===== src/rtl/bcd_convp_pkg.sv =====
// Shared constants and width derivations for the BCD converter.
// Everything here is elaboration-time only.
package bcd_convp_pkg;

  typedef enum logic [1:0] {
    IDLE = 2'd0,
    CONV = 2'd1,
    DONE = 2'd2
  } state_t;

  function automatic int clog2(input logic [63:0] v);
    int r;
    logic [63:0] p;
    r = 0;
    p = 64'd1;
    while (p < v) begin
      p = p << 1;
      r = r + 1;
    end
    return r;
  endfunction

  function automatic logic [63:0] pow10(input int n);
    logic [63:0] p;
    p = 64'd1;
    for (int i = 0; i < n; i++) p = p * 64'd10;
    return p;
  endfunction

  // Remainder must hold both the raw input and any scaled remainder below 10^digits.
  function automatic int work_w(input int bin_w, input int dec_digits);
    int d;
    d = clog2(pow10(dec_digits));
    return (bin_w > d) ? bin_w : d;
  endfunction

  function automatic int ndig_w(input int dec_digits);
    return clog2(64'(dec_digits + 1));
  endfunction

  function automatic logic [63:0] truss(input int dec_digits);
    return 64'd8 * pow10(dec_digits - 1);
  endfunction

endpackage


===== src/rtl/bcd_lzb_blank.sv =====
// Replaces digits above the most significant non-zero digit with 4'hF when
// blanking is enabled; purely combinational.
module bcd_lzb_blank #(
  parameter int DEC_DIGITS = 8,
  parameter int NDIG_W     = 4
) (
  input  logic [4*DEC_DIGITS-1:0] raw,
  input  logic [NDIG_W-1:0]       ndig,
  input  logic                    en,
  output logic [4*DEC_DIGITS-1:0] dec
);

  always_comb begin
    dec = raw;
    // Digit 0 always shows, so a zero value reads as a single 0.
    for (int i = 1; i < DEC_DIGITS; i++) begin
      if (en && (i >= int'(ndig))) dec[4*i +: 4] = 4'hF;
    end
  end

endmodule


===== src/rtl/bcd_convp.sv =====
// Binary to packed BCD by restoring subtraction, one weight per clock, MSD first.
// 4*DEC_DIGITS cycles per result (1 on overflow); result held until out_ready.
module bcd_convp
  import bcd_convp_pkg::*;
#(
  parameter int BIN_W      = 26,
  parameter int DEC_DIGITS = 8
) (
  input  logic                              clk,
  input  logic                              reset_n,
  input  logic                              in_valid,
  output logic                              in_ready,
  input  logic [BIN_W-1:0]                  bin_in,
  input  logic                              lzb_en,
  input  logic                              clr,
  output logic                              out_valid,
  input  logic                              out_ready,
  output logic [4*DEC_DIGITS-1:0]           dec_out,
  output logic [ndig_w(DEC_DIGITS)-1:0]     out_ndig,
  output logic                              out_ovf
);

  localparam int                WORK_W     = work_w(BIN_W, DEC_DIGITS);
  localparam int                NDIG_W     = ndig_w(DEC_DIGITS);
  localparam int                IDX_W      = (clog2(64'(DEC_DIGITS)) > 0) ? clog2(64'(DEC_DIGITS)) : 1;
  localparam logic [63:0]       LIMIT      = pow10(DEC_DIGITS);
  localparam int                LIMIT_BITS = clog2(LIMIT + 64'd1);
  localparam logic [WORK_W-1:0] TRUSS      = WORK_W'(truss(DEC_DIGITS));

  state_t                         state;
  logic [WORK_W-1:0]              rem;
  logic [WORK_W-1:0]              weight;
  logic [3:0]                     mask;
  logic [IDX_W-1:0]               idx;
  logic [DEC_DIGITS-1:0][3:0]     dig;
  logic [NDIG_W-1:0]              ndig;
  logic                           ovf;
  logic                           lzb;

  logic                           ovf_hit;
  logic                           take;
  logic [WORK_W-1:0]              rem_sub;
  logic [3:0]                     dig_new;
  logic [NDIG_W-1:0]              idx_p1;

  // Narrow inputs can never reach 10^DEC_DIGITS, so skip the compare entirely.
  if (BIN_W >= LIMIT_BITS) begin : g_ovf
    assign ovf_hit = (64'(bin_in) >= LIMIT);
  end else begin : g_no_ovf
    assign ovf_hit = 1'b0;
  end

  assign in_ready = (state == IDLE) || ((state == DONE) && out_ready);
  assign take     = (rem >= weight);
  assign rem_sub  = take ? (rem - weight) : rem;
  assign dig_new  = dig[idx] | (take ? mask : 4'b0000);
  assign idx_p1   = NDIG_W'(idx) + NDIG_W'(1);

  always_ff @(posedge clk or negedge reset_n) begin
    if (!reset_n) begin
      state     <= IDLE;
      out_valid <= 1'b0;
      rem       <= '0;
      weight    <= '0;
      mask      <= 4'b0000;
      idx       <= '0;
      dig       <= '0;
      ndig      <= NDIG_W'(1);
      ovf       <= 1'b0;
      lzb       <= 1'b0;
    end else if (clr) begin
      state     <= IDLE;
      out_valid <= 1'b0;
      rem       <= '0;
      weight    <= '0;
      mask      <= 4'b0000;
      idx       <= '0;
      dig       <= '0;
      ndig      <= NDIG_W'(1);
      ovf       <= 1'b0;
      lzb       <= 1'b0;
    end else begin
      case (state)
        IDLE, DONE: begin
          if (in_valid && in_ready) begin
            lzb    <= lzb_en;
            weight <= TRUSS;
            mask   <= 4'b1000;
            idx    <= IDX_W'(DEC_DIGITS - 1);
            if (ovf_hit) begin
              ovf       <= 1'b1;
              rem       <= '0;
              dig       <= {DEC_DIGITS{4'h9}};
              ndig      <= NDIG_W'(DEC_DIGITS);
              state     <= DONE;
              out_valid <= 1'b1;
            end else begin
              ovf       <= 1'b0;
              rem       <= WORK_W'(bin_in);
              dig       <= '0;
              ndig      <= NDIG_W'(1);
              state     <= CONV;
              out_valid <= 1'b0;
            end
          end else if ((state == DONE) && out_ready) begin
            state     <= IDLE;
            out_valid <= 1'b0;
          end
        end
        CONV: begin
          dig[idx] <= dig_new;
          if (mask == 4'b0001) begin
            // Scale the leftover by ten so the same weight ladder serves every digit.
            rem    <= (rem_sub << 3) + (rem_sub << 1);
            weight <= TRUSS;
            mask   <= 4'b1000;
            if ((dig_new != 4'd0) && (idx_p1 > ndig)) ndig <= idx_p1;
            if (idx == '0) begin
              state     <= DONE;
              out_valid <= 1'b1;
            end else begin
              idx <= idx - IDX_W'(1);
            end
          end else begin
            rem    <= rem_sub;
            weight <= weight >> 1;
            mask   <= mask >> 1;
          end
        end
        default: begin
          state     <= IDLE;
          out_valid <= 1'b0;
        end
      endcase
    end
  end

  assign out_ndig = ndig;
  assign out_ovf  = ovf;

  bcd_lzb_blank #(
    .DEC_DIGITS (DEC_DIGITS),
    .NDIG_W     (NDIG_W)
  ) u_blank (
    .raw  (dig),
    .ndig (ndig),
    .en   (lzb),
    .dec  (dec_out)
  );

endmodule

===== config.mk =====
export PLATFORM = sky130hd
export DESIGN_NAME = bcd_convp
export DESIGN_NICKNAME = d
export VERILOG_FILES = /design/src/rtl/bcd_convp_pkg.sv /design/src/rtl/bcd_lzb_blank.sv /design/src/rtl/bcd_convp.sv
export SDC_FILE = /design/constraint.sdc
export NUM_CORES = 1
export LEC_CHECK = 0
export BUFFER_PORTS_ARGS = -buffer_cell sky130_fd_sc_hd__buf_2
export CORE_UTILIZATION = 45
export CTS_CLUSTER_DIAMETER = 60
export DETAILED_ROUTE_END_ITERATION = 10
export GPL_TIMING_DRIVEN = 1
export HOLD_SLACK_MARGIN = 0.06
export PLACE_DENSITY_LB_ADDON = 0.05
export SYNTH_ARGS = -nofsm -noshare
export SYNTH_HDL_FRONTEND = slang
export SYNTH_SLANG_ARGS = --single-unit

===== constraint.sdc =====
create_clock -name clk -period 4.4 [get_ports clk]
set_clock_uncertainty 0.1 [all_clocks]
set_input_delay 0.66 -clock clk [delete_from_list [all_inputs] [get_ports clk]]
set_output_delay 0.66 -clock clk [all_outputs]
set_load 0.02 [all_outputs]

# Yosys cells after proc, flatten, opt, wreduce, memory -nomap -nowiden
# Cells that the tools add are included.
# Widths: inputs -> output; s select.
[totals]
inputBits = 32
mem_count = 0
latch_bits = 0
reg_bits = 102
romBits = 0
ram_bits = 0
[classes]
bitwise_logic = 1
add_sub_neg = 4
n_mux = 57
n_mul = 0
n_lt_le_gt_ge = 11
reduce_logical = 25
div_mod_pow = 0
eq_ne = 10
shifts = 0
[ops]
columns = ["operator", "count"]
rows = [
  ["$mux 27", 7],
  ["$pmux 27 s2", 2],
  ["$mux 4", 17],
  ["$mux 32", 2],
  ["$pmux 32 s2", 1],
  ["$bwmux 32", 1],
  ["$add 27x27->27", 1],
  ["$ge 27x27->1", 1],
  ["$sub 27x27->27", 1],
  ["$ge 3x4->1 const A", 4],
  ["$pmux 4 s2", 2],
  ["$ne 3x3->1 const B", 5],
  ["$bmux 4 s3", 1],
  ["$demux 4 s3", 1],
  ["$mux 3", 4],
  ["$logic_and 1x1->1", 11],
  ["$mux 1", 11],
  ["$mux 2", 5],
  ["$ge 2x4->1 const A", 2],
  ["$ne 4x4->1 const B", 2],
  ["$reduce_and 4->1", 2],
  ["$pmux 3 s2", 1],
  ["$reduce_and 3->1", 2],
  ["$add 3x1->4 const B", 1],
  ["19 further kinds", 21],
]

# Longest topological paths before layout
# Gate-level depths: netlist of run 1.
[logic_depth]
depth_word = 9
depth_mapped = 23

# Modules after synthesis
# Synthesis of run 1 repeated with hierarchy kept, for this count alone.
[unflattened]
hier_cells = 933
hier_area_um2 = 7815.0
[modules_own_cells]
columns = ["module", "area_per_inst_um2", "instances", "seq_area_each_um2", "cells_each"]
rows = [
  ["bcd_convp", 7502.2, 1, 2428.6, 892],
  ["bcd_lzb_blank", 312.8, 1, 0.0, 41],
]

# Worst setup path after synthesis of run 1
# No wires, ideal clock.
[synth_path]
path_type = "flip-flop to flip-flop"
start = "register rem[4]"
end = "register rem[23]"
period_less_slack_ps = 4863
slack_ps = -463
t_arrival_ps = 4630
required_ps = 4168
path_buffers = 2
setup_time_ps = 132
path_stages_with_launch = 21
path_cell_list = "dfrtp_1 > ha_1 > a21o_1 > or3_1 > o21ai_2 > o211ai_2 > a41oi_2 > buf_2 > buf_2 > o21ai_0 > ha_1 > fa_1 > a211o_1 > a21o_1 > o211ai_1 > a211oi_1 > nor3_1 > o31ai_1 > xor2_1 > a221oi_1 > a21oi_1"
[synth_between]
elab_chain_cells = 6
[synth_rtl]
columns = ["item", "line_no", "rtl"]
rows = [
  ["from (decl)", "bcd_convp.sv:31", "logic [WORK_W-1:0] rem;"],
  ["from (signal assigned)", "bcd_convp.sv:99", "rem <= WORK_W'(bin_in);"],
  ["from (signal assigned)", "bcd_convp.sv:114", "rem <= (rem_sub << 3) + (rem_sub << 1);"],
  ["from (signal assigned)", "bcd_convp.sv:125", "rem <= rem_sub;"],
  ["$sub 27x27->27 or $ge 27x27->1 (tied branches)", "bcd_convp.sv:55, bcd_convp.sv:54", ""],
  ["$mux 27 (*)", "bcd_convp.sv:55", "assign rem_sub = take ? (rem - weight) : rem;"],
  ["$add 27x27->27", "bcd_convp.sv:114", ""],
  ["$mux 27 (*)", "bcd_convp.sv:112", "if (mask == 4'b0001) begin"],
  ["$pmux 27 s2 (*)", "bcd_convp.sv:83", "case (state)"],
  ["$mux 27 (*)", "bcd_convp.sv:71", "end else if (clr) begin"],
]
# Every way passes the cells marked *; elsewhere a longest branch is shown, timed or not. The select of a mux whose other input is x is not followed.
# A chain may end at the register's enable or synchronous reset.

# Worst setup path in the final report of run 1
[layout_path]
start = "register rem[8]"
end = "register rem[19]"
# The elaborated chain is that of the path after synthesis.

==> metrics.md, run 1 <==
| Metric | Value |
|---|---|
| HP Class | in -> async |
| Fin cells | ~1,400 |
| Global placer's final weighted congestion | between 0.9 and 1 |
| Starting density of the core | around 46% |
| Slew Viols, Final | 0 |
| Critical Setup Path Class | reg -> reg |
| Vias in the first global route | 7,813 |
| CTS tree | done |
| Net count after synthesis | about 1,000 |
| Final HPWL DP | around 21,000 µm |
| Drt drc | 0 |
| Max Clk Rate | 210 MHz |
| Worst-case clock buffer depth | 2 |
| Fin util | 65.1% |
| Number of stages on the worst setup path | 21 |
| Cells along the critical path | ha_4 > buf_6 > o211ai_1 > buf_4 > a21oi_4 > nand3_2 > o211ai_4 > a41oi_4 > buf_12 > o31ai_2 > buf_4 > ha_4 > a211o_1 > a21o_1 > o211ai_1 > a211oi_2 > buf_4 > nor3_4 > xnor2_2 > a222oi_1 > o21ai_1 |
| Post-synth ARST share | 100% |
| Via count | between 8,000 and 9,000 |
| Max cap viols | 0 |
| Die Y | around 130 µm |
| Peak VDD IR | 920 µV |
| Ys flop type | dfrtp_1 |
| WP data required | 4.54 ns |
| Placement row count | 47 |
| Clock slew at reported path FFs | about 0.08 ns |
| Wire per inst | 19.3 µm |
| Crit-path slowest cell | dfrtp_1 |
| Yosys warnings | 0 |
| Mapped Cells | 946 |
| Post-Route WL | 27,800 µm |
| # clock sinks | 97 |
| Crit. End Element | flop |
| Syn-to-layout area delta | 40.0% |
| Worst Max-Slew Pin Slew | 0.929 ns |
| EDFF count, synth | 0 |
| Hold Violations, Final | 0 |
| Max transition margin | 37.8% |
| H-tree Lvls | 3 |
| # setup viols final | 10 |
| DR iter-0 viols | 808 |
| First-pass GRT wire length | 42,100 µm |
| CP startpoint kind | flop |
| Number of port buffers | 69 |
| Cell area after synthesis | 7790 µm² |
| Share of cells above drive strength 1 | 35.8% |
| Clock Root Buffer | clkbuf_16 |
| Final hold slack | around 0.3 ns |
| Hold-fix buffers at CTS | 0 |
| Dpl cells | 1,395 |
| #FFs+latches synth | 97 |
| Syn avg cell area | approximately 8.2 µm² |
| First-pass DRT Iterations | 5 |
| Critical Path Most Common Cell | buf_4 |
| Worst-skew pair later-pin latency | 0.36 ns |
| Sequential element share of the synthesized area | between 30% and 40% |
| # nets final | 1,305 |
| Total CTS buffers | 9 |
| Crit-path leading delay family | compound AO/OA/AOI/OAI gates |
| Placement Setup Slack | -0.354 ns |
| GRT Util Overall | 30.8% |
| I/O Pins | 71 |
| CP Buf/Inv Count | 5 |
| Yosys cell types | 71 |
| Violated checks | negative setup slack |
| Final worst slack | -0.360 ns |
| Final min period | 4.76 ns |
| Crit path DAT | slightly below 5 ns |
| Die width | roughly 130 µm |
| Fin crit share | 108% |
| Status | finished, violations left |
| Fill cells | 1,430 |
| LEAKAGE | 5.21 nW |
| Antenna Cells | 0 |
| FF-to-FF path depth | 21 |
| RSZ-0062 raised after global routing | true |
| Die ar. | 17,800 µm² |
| Grt ovf | 0 |
| Initial antenna violation count | 0 |
| Core area | 16,800 µm² |
| Antenna Nets Post-Route | 0 |
| Pwr Density | just over 700 nW/µm² |
| Largest net degree at the start of global routing | 67 |
| Largest fanout on the critical path | 8 |
| Max incr delay on CP | roughly 0.46 ns |
| Vias/cell | 5.88 |
cell usage in the layout (no fill, tap or decap), types with 17 or more instances in the layout:
master,netlist,layout
nor3_1,23,20
o22ai_1,20,20
o21ai_0,68,51
xnor2_1,22,19
a21o_1,17,17
nand2_1,91,88
ha_1,57,37
nand2b_1,29,28
a21oi_1,80,63
buf_4,6,228
buf_2,8,68
nor2_1,79,78
inv_1,55,51
a22o_1,37,37
dfrtp_1,96,96
repair_timing:
action | CTS | global route
endpoints found under the hold margin | 0 | 0
gates cloned | 0 | 1
pin swaps | 9 | 52
gates resized for setup | 21 | 92
setup endpoints to repair | 12 | 17
setup buffers | 6 | 22
worst register-to-register path, stage by stage, from the launching register on:
cell and delay, ns:
dfrtp_1 0.46, ha_4 0.31, buf_6 0.09, o211ai_1 0.09, buf_4 0.17, a21oi_4 0.14
nand3_2 0.11, o211ai_4 0.23, a41oi_4 0.21, buf_12 0.20, o31ai_2 0.25, buf_4 0.19
ha_4 0.21, a211o_1 0.30, a21o_1 0.23, o211ai_1 0.33, a211oi_2 0.16, buf_4 0.17
nor3_4 0.19, xnor2_2 0.09, a222oi_1 0.30, o21ai_1 0.11
area by class of cell:
class,count,area [µm²],area share (%)
multi-input combinational,745,5510,50.5
sequential,97,2430,22.3
timing repair buffer,306,2190,20.1
tap,220,275,2.52
clock buffer,9,225,2.06
inverter,55,206,1.89
clock inverter,7,72.6,0.665
flip-flops by register name (all words and copies together), names as in the netlist:
signal	flops
dig	32
idx	3
lzb	1
mask	1
out_ndig	4
out_valid	1
rem	27
state	1
weight	27
metal layers:
layer  vias up  global-route usage (%)  wire length [µm]
met5         -                       0                 0
met4         0                    8.33               598
li1       4033                       -                 -
met1      4078                    47.6             13600
met3        39                    6.47              2180
met2       317                    42.4             11400
synth_stat cells (all sizes together), types with 5 or more instances:
cell type  count  area (µm²)
xnor2         22         193
o21ai         73         373
o211ai        16         125
a211o          5        43.8
xor2          14         123
or2           10        62.6
nor2          79         297
nor3          24         125
buf           14        85.1
a311oi        11         103
nor2b          8        50.1
a21o          17         128
nand4          8        50.1
inv           55         206
clkbuf        35         131
nand2b        29         181
o21a           9        67.6
nand3         15        75.1
a22o          37         324
nand2         91         342
dfrtp         96        2400
mux2i          9        90.1
a211oi        18         145
o22ai         21         138
a21oi         80         400
and2           5        32.5
a31oi         12        75.1
and3          10        62.6
ha            57         713
o31ai          6        45.0
stage by stage:
step	TNS [ns]	power, mW	cell area (µm²)
4_1_cts	-1.00	6.89	10200
3_3_place_gp	-1.34	5.86	9820
6_report	-2.12	7.74	10900
2_1_floorplan	-0.0140	3.94	7850
5_1_grt	-4.49	8.24	10900
3_5_place_dp	-2.03	5.87	9820
power by group:
group / total, mW / switching [mW] / internal, mW
registers: 1.02 / 0.0680 / 0.955
clock network: 0.816 / 0.414 / 0.403
logic: 5.90 / 2.99 / 2.91
total: 7.74 / 3.47 / 4.27
cells by family after synthesis:
group / Yosys count / synth area share [%]
xor gates and xnor gates: 36 / 4.05
DFF: 97 / 31.2
muxes: 13 / 2.17
and+or+nand+nor: 296 / 18.0
other: 1 / 0.0481
adders and majority gates: 59 / 9.67
buffers and inverters: 104 / 5.43
AOI/OAI and AO/OA: 340 / 29.5
path summary, 6_finish.rpt:
path                               endpoint    start  slack [ns]
worst max-delay path                rem[19]   rem[8]       -0.36
worst max register to register      rem[19]   rem[8]       -0.36
min in group clk                    dig[10]  dig[10]        0.42
worst min-delay path              weight[2]  reset_n        0.30
max in group asynchronous       out_ndig[0]  reset_n        2.90
worst min register to register      dig[10]  dig[10]        0.42
Note: power is estimated with default switching activity, not from simulation.
==> run 2: changes to the inputs <==
Settings changed: CORE_ASPECT_RATIO from default to 1.1.
==> metrics.md, run 2 (synthesized netlist as in run 1, its figures left out) <==
| Metric | Value |
|---|---|
| Final worst slack | -0.191 ns (+0.170 ns) |
| Biggest regs | dig: 32 flops, rem: 27 flops, weight: 27 flops |
| Cell area after layout | 10,900 µm² (+0.18%) |
| TNS Setup | -0.824 ns (+1.30 ns) |
| First-pass DRT Iterations | 5 (unchanged) |
| Pwr Density | 699 nW/µm² (-1.5%) |
| Core area | 17,000 µm² (+1.2%) |
| Placement row count | 50 (+6.4%) |
| Most frequent cells in the layout | 230 x buf_4, 96 x dfrtp_1, 86 x nand2_1 |
| Max cap viols | 0 (unchanged) |
| Final HPWL DP | 19,700 µm (-4.2%) |
| Initial antenna violation count | 0 (unchanged) |
| Syn-to-layout area delta | 40.3% |
| HP Class | in -> async |
| Wire per inst | 18.5 µm (-4.3%) |
| Post-Route WL | 26,800 µm (-3.6%) |
| Placement Setup Slack | -0.377 ns (-0.0233 ns) |
| Peak VDD IR | 882 µV (-4.1%) |
| Vias in the first global route | 7,961 (+1.9%) |
| LEAKAGE | 5.20 nW (-0.21%) |
| Grt ovf | 0 (unchanged) |
| RSZ-0062 raised after global routing | true |
| CP startpoint kind | flop |
| Max FFs per register | 32 (unchanged) |
| First-pass GRT wire length | 41,400 µm (-1.5%) |
| Fin cells | 1,450 (+0.76%) |
| Hold-fix buffers at CTS | 0 (unchanged) |
| Starting density of the core | 46.0% (-0.53 points) |
| Tot Pwr | 7.64 mW (-1.3%) |
| Max Clk Rate | 218 MHz (+3.7%) |
| # clock sinks | 97 (unchanged) |
| Total CTS buffers | 9 (unchanged) |
| DR iter-0 viols | 443 (-45%) |
| Hold Violations, Final | 0 (unchanged) |
| Fin crit share | 104% (-3.9 points) |
| Crit. End Element | flop |
| Number of port buffers | 69 (unchanged) |
| Critical Setup Path Class | reg -> reg |
| Placed cell area | 9860 µm² (+0.41%) |
| Antenna Cells | 0 (unchanged) |
| Crit path DAT | 4.71 ns (-0.19 ns) |
| Die ar. | 17,800 µm² (about the same) |
| H-tree Lvls | 3 (unchanged) |
| Worst Max-Slew Pin Slew | 0.897 ns (-0.0327 ns) |
| Dpl cells | 1,412 (+1.2%) |
| Die Y | 140 µm (+4.8%) |
| Largest fanout on the critical path | 20 (+12) |
| # setup viols final | 8 (-2) |
| Violated checks | negative setup slack |
| Share of cells above drive strength 1 | 36.2% (+0.42 points) |
| Final min period | 4.59 ns (-0.170 ns) |
| Max transition margin | 40.1% (+2.3 points) |
| Clock slew at reported path FFs | 0.07 ns (about the same) |
| Clock Root Buffer | clkbuf_16 |
| Most flop-heavy register | dig |
| Worst-case clock buffer depth | 2 (unchanged) |
| Commonest non-fill, non-tap cell in the layout | buf_4 |
| Fin util | 64.5% (-0.63 points) |
| Status | finished, violations left |
| I/O Pins | 71 (unchanged) |
| Global placer's final weighted congestion | 0.922 (-5.9%) |
| WP data required | 4.52 ns (-0.02 ns) |
| Vias/cell | 5.75 (-2.3%) |
| Antenna Nets Post-Route | 0 (unchanged) |
| Final hold slack | 0.100 ns (-0.202 ns) |
| Largest net degree at the start of global routing | 37 (-45%) |
| CTS tree | done |
| Die width | 127 µm (-4.6%) |
| # nets final | 1,302 (-0.23%) |
| Fill cells | 1,464 (+2.4%) |
| Via count | 8,336 (-1.5%) |
| Slew Viols, Final | 0 (unchanged) |
| GRT Util Overall | 30.0% (-0.73 points) |
| Worst-skew pair later-pin latency | 0.37 ns (about the same) |
| Drt drc | 0 (unchanged) |
run 2: cell types whose count changed in the layout (fill, tap and decap cells not counted), sizes merged:
cell	delta
clkinv	+2
inv	-2
buf	-2
clkbuf	-1
run 2: what timing repair did:
| action | CTS | global route |
|---|---|---|
| endpoints found under the setup margin | 14 | 14 |
| pin swaps | 27 | 33 |
| buffers inserted | 12 | 10 |
| gates resized for setup | 56 | 60 |
run 2: critical path: stages (launching register included):
cell      delay (ns)
dfrtp_1         0.38
inv_1           0.13
ha_1            0.31
a21o_1          0.23
a221oi_2        0.34
o21ai_1         0.14
a41oi_2         0.25
buf_4           0.32
nor4_1          0.11
nor3_2          0.33
ha_1            0.39
or2_2           0.33
a21oi_1         0.22
a211oi_2        0.10
nor3_4          0.22
o41ai_2         0.11
a21oi_1         0.16
xor2_1          0.15
o221ai_1        0.13
run 2: area by class of cell:
type	count	area (µm²)	area share (%)
Clock buffer	9	225	2.06
Clock inverter	7	63.8	0.584
Inverter	55	206	1.89
Multi-Input combinational cell	745	5580	51.1
Sequential cell	97	2430	22.2
Tap cell	234	293	2.68
Timing Repair Buffer	303	2130	19.5
run 2: final timing paths:
check	from	to	slack [ns]	depth (start not counted)
max	weight[24]	rem[25]	-0.19	18
min	reset_n	idx[0]	0.10	1
max reg2reg	weight[24]	rem[25]	-0.19	18
min reg2reg	dig[24]	dig[24]	0.42	1
max in group asynchronous	reset_n	rem[17]	3.26	2
min in group clk	dig[24]	dig[24]	0.42	1
run 2: power breakdown:
group,switching (mW),total (mW),internal [mW]
clock network,0.400,0.794,0.394
registers,0.0710,1.03,0.955
logic,2.97,5.82,2.85
run 2: routing by layer:
metal	share of wire (%)	GRT usage [%]	vias to the layer above
li1	-	-	4006
met1	43	39.3	3993
met2	49	51.5	283
met3	5.2	3.13	54
met4	2.7	10.3	0
met5	0	0	-
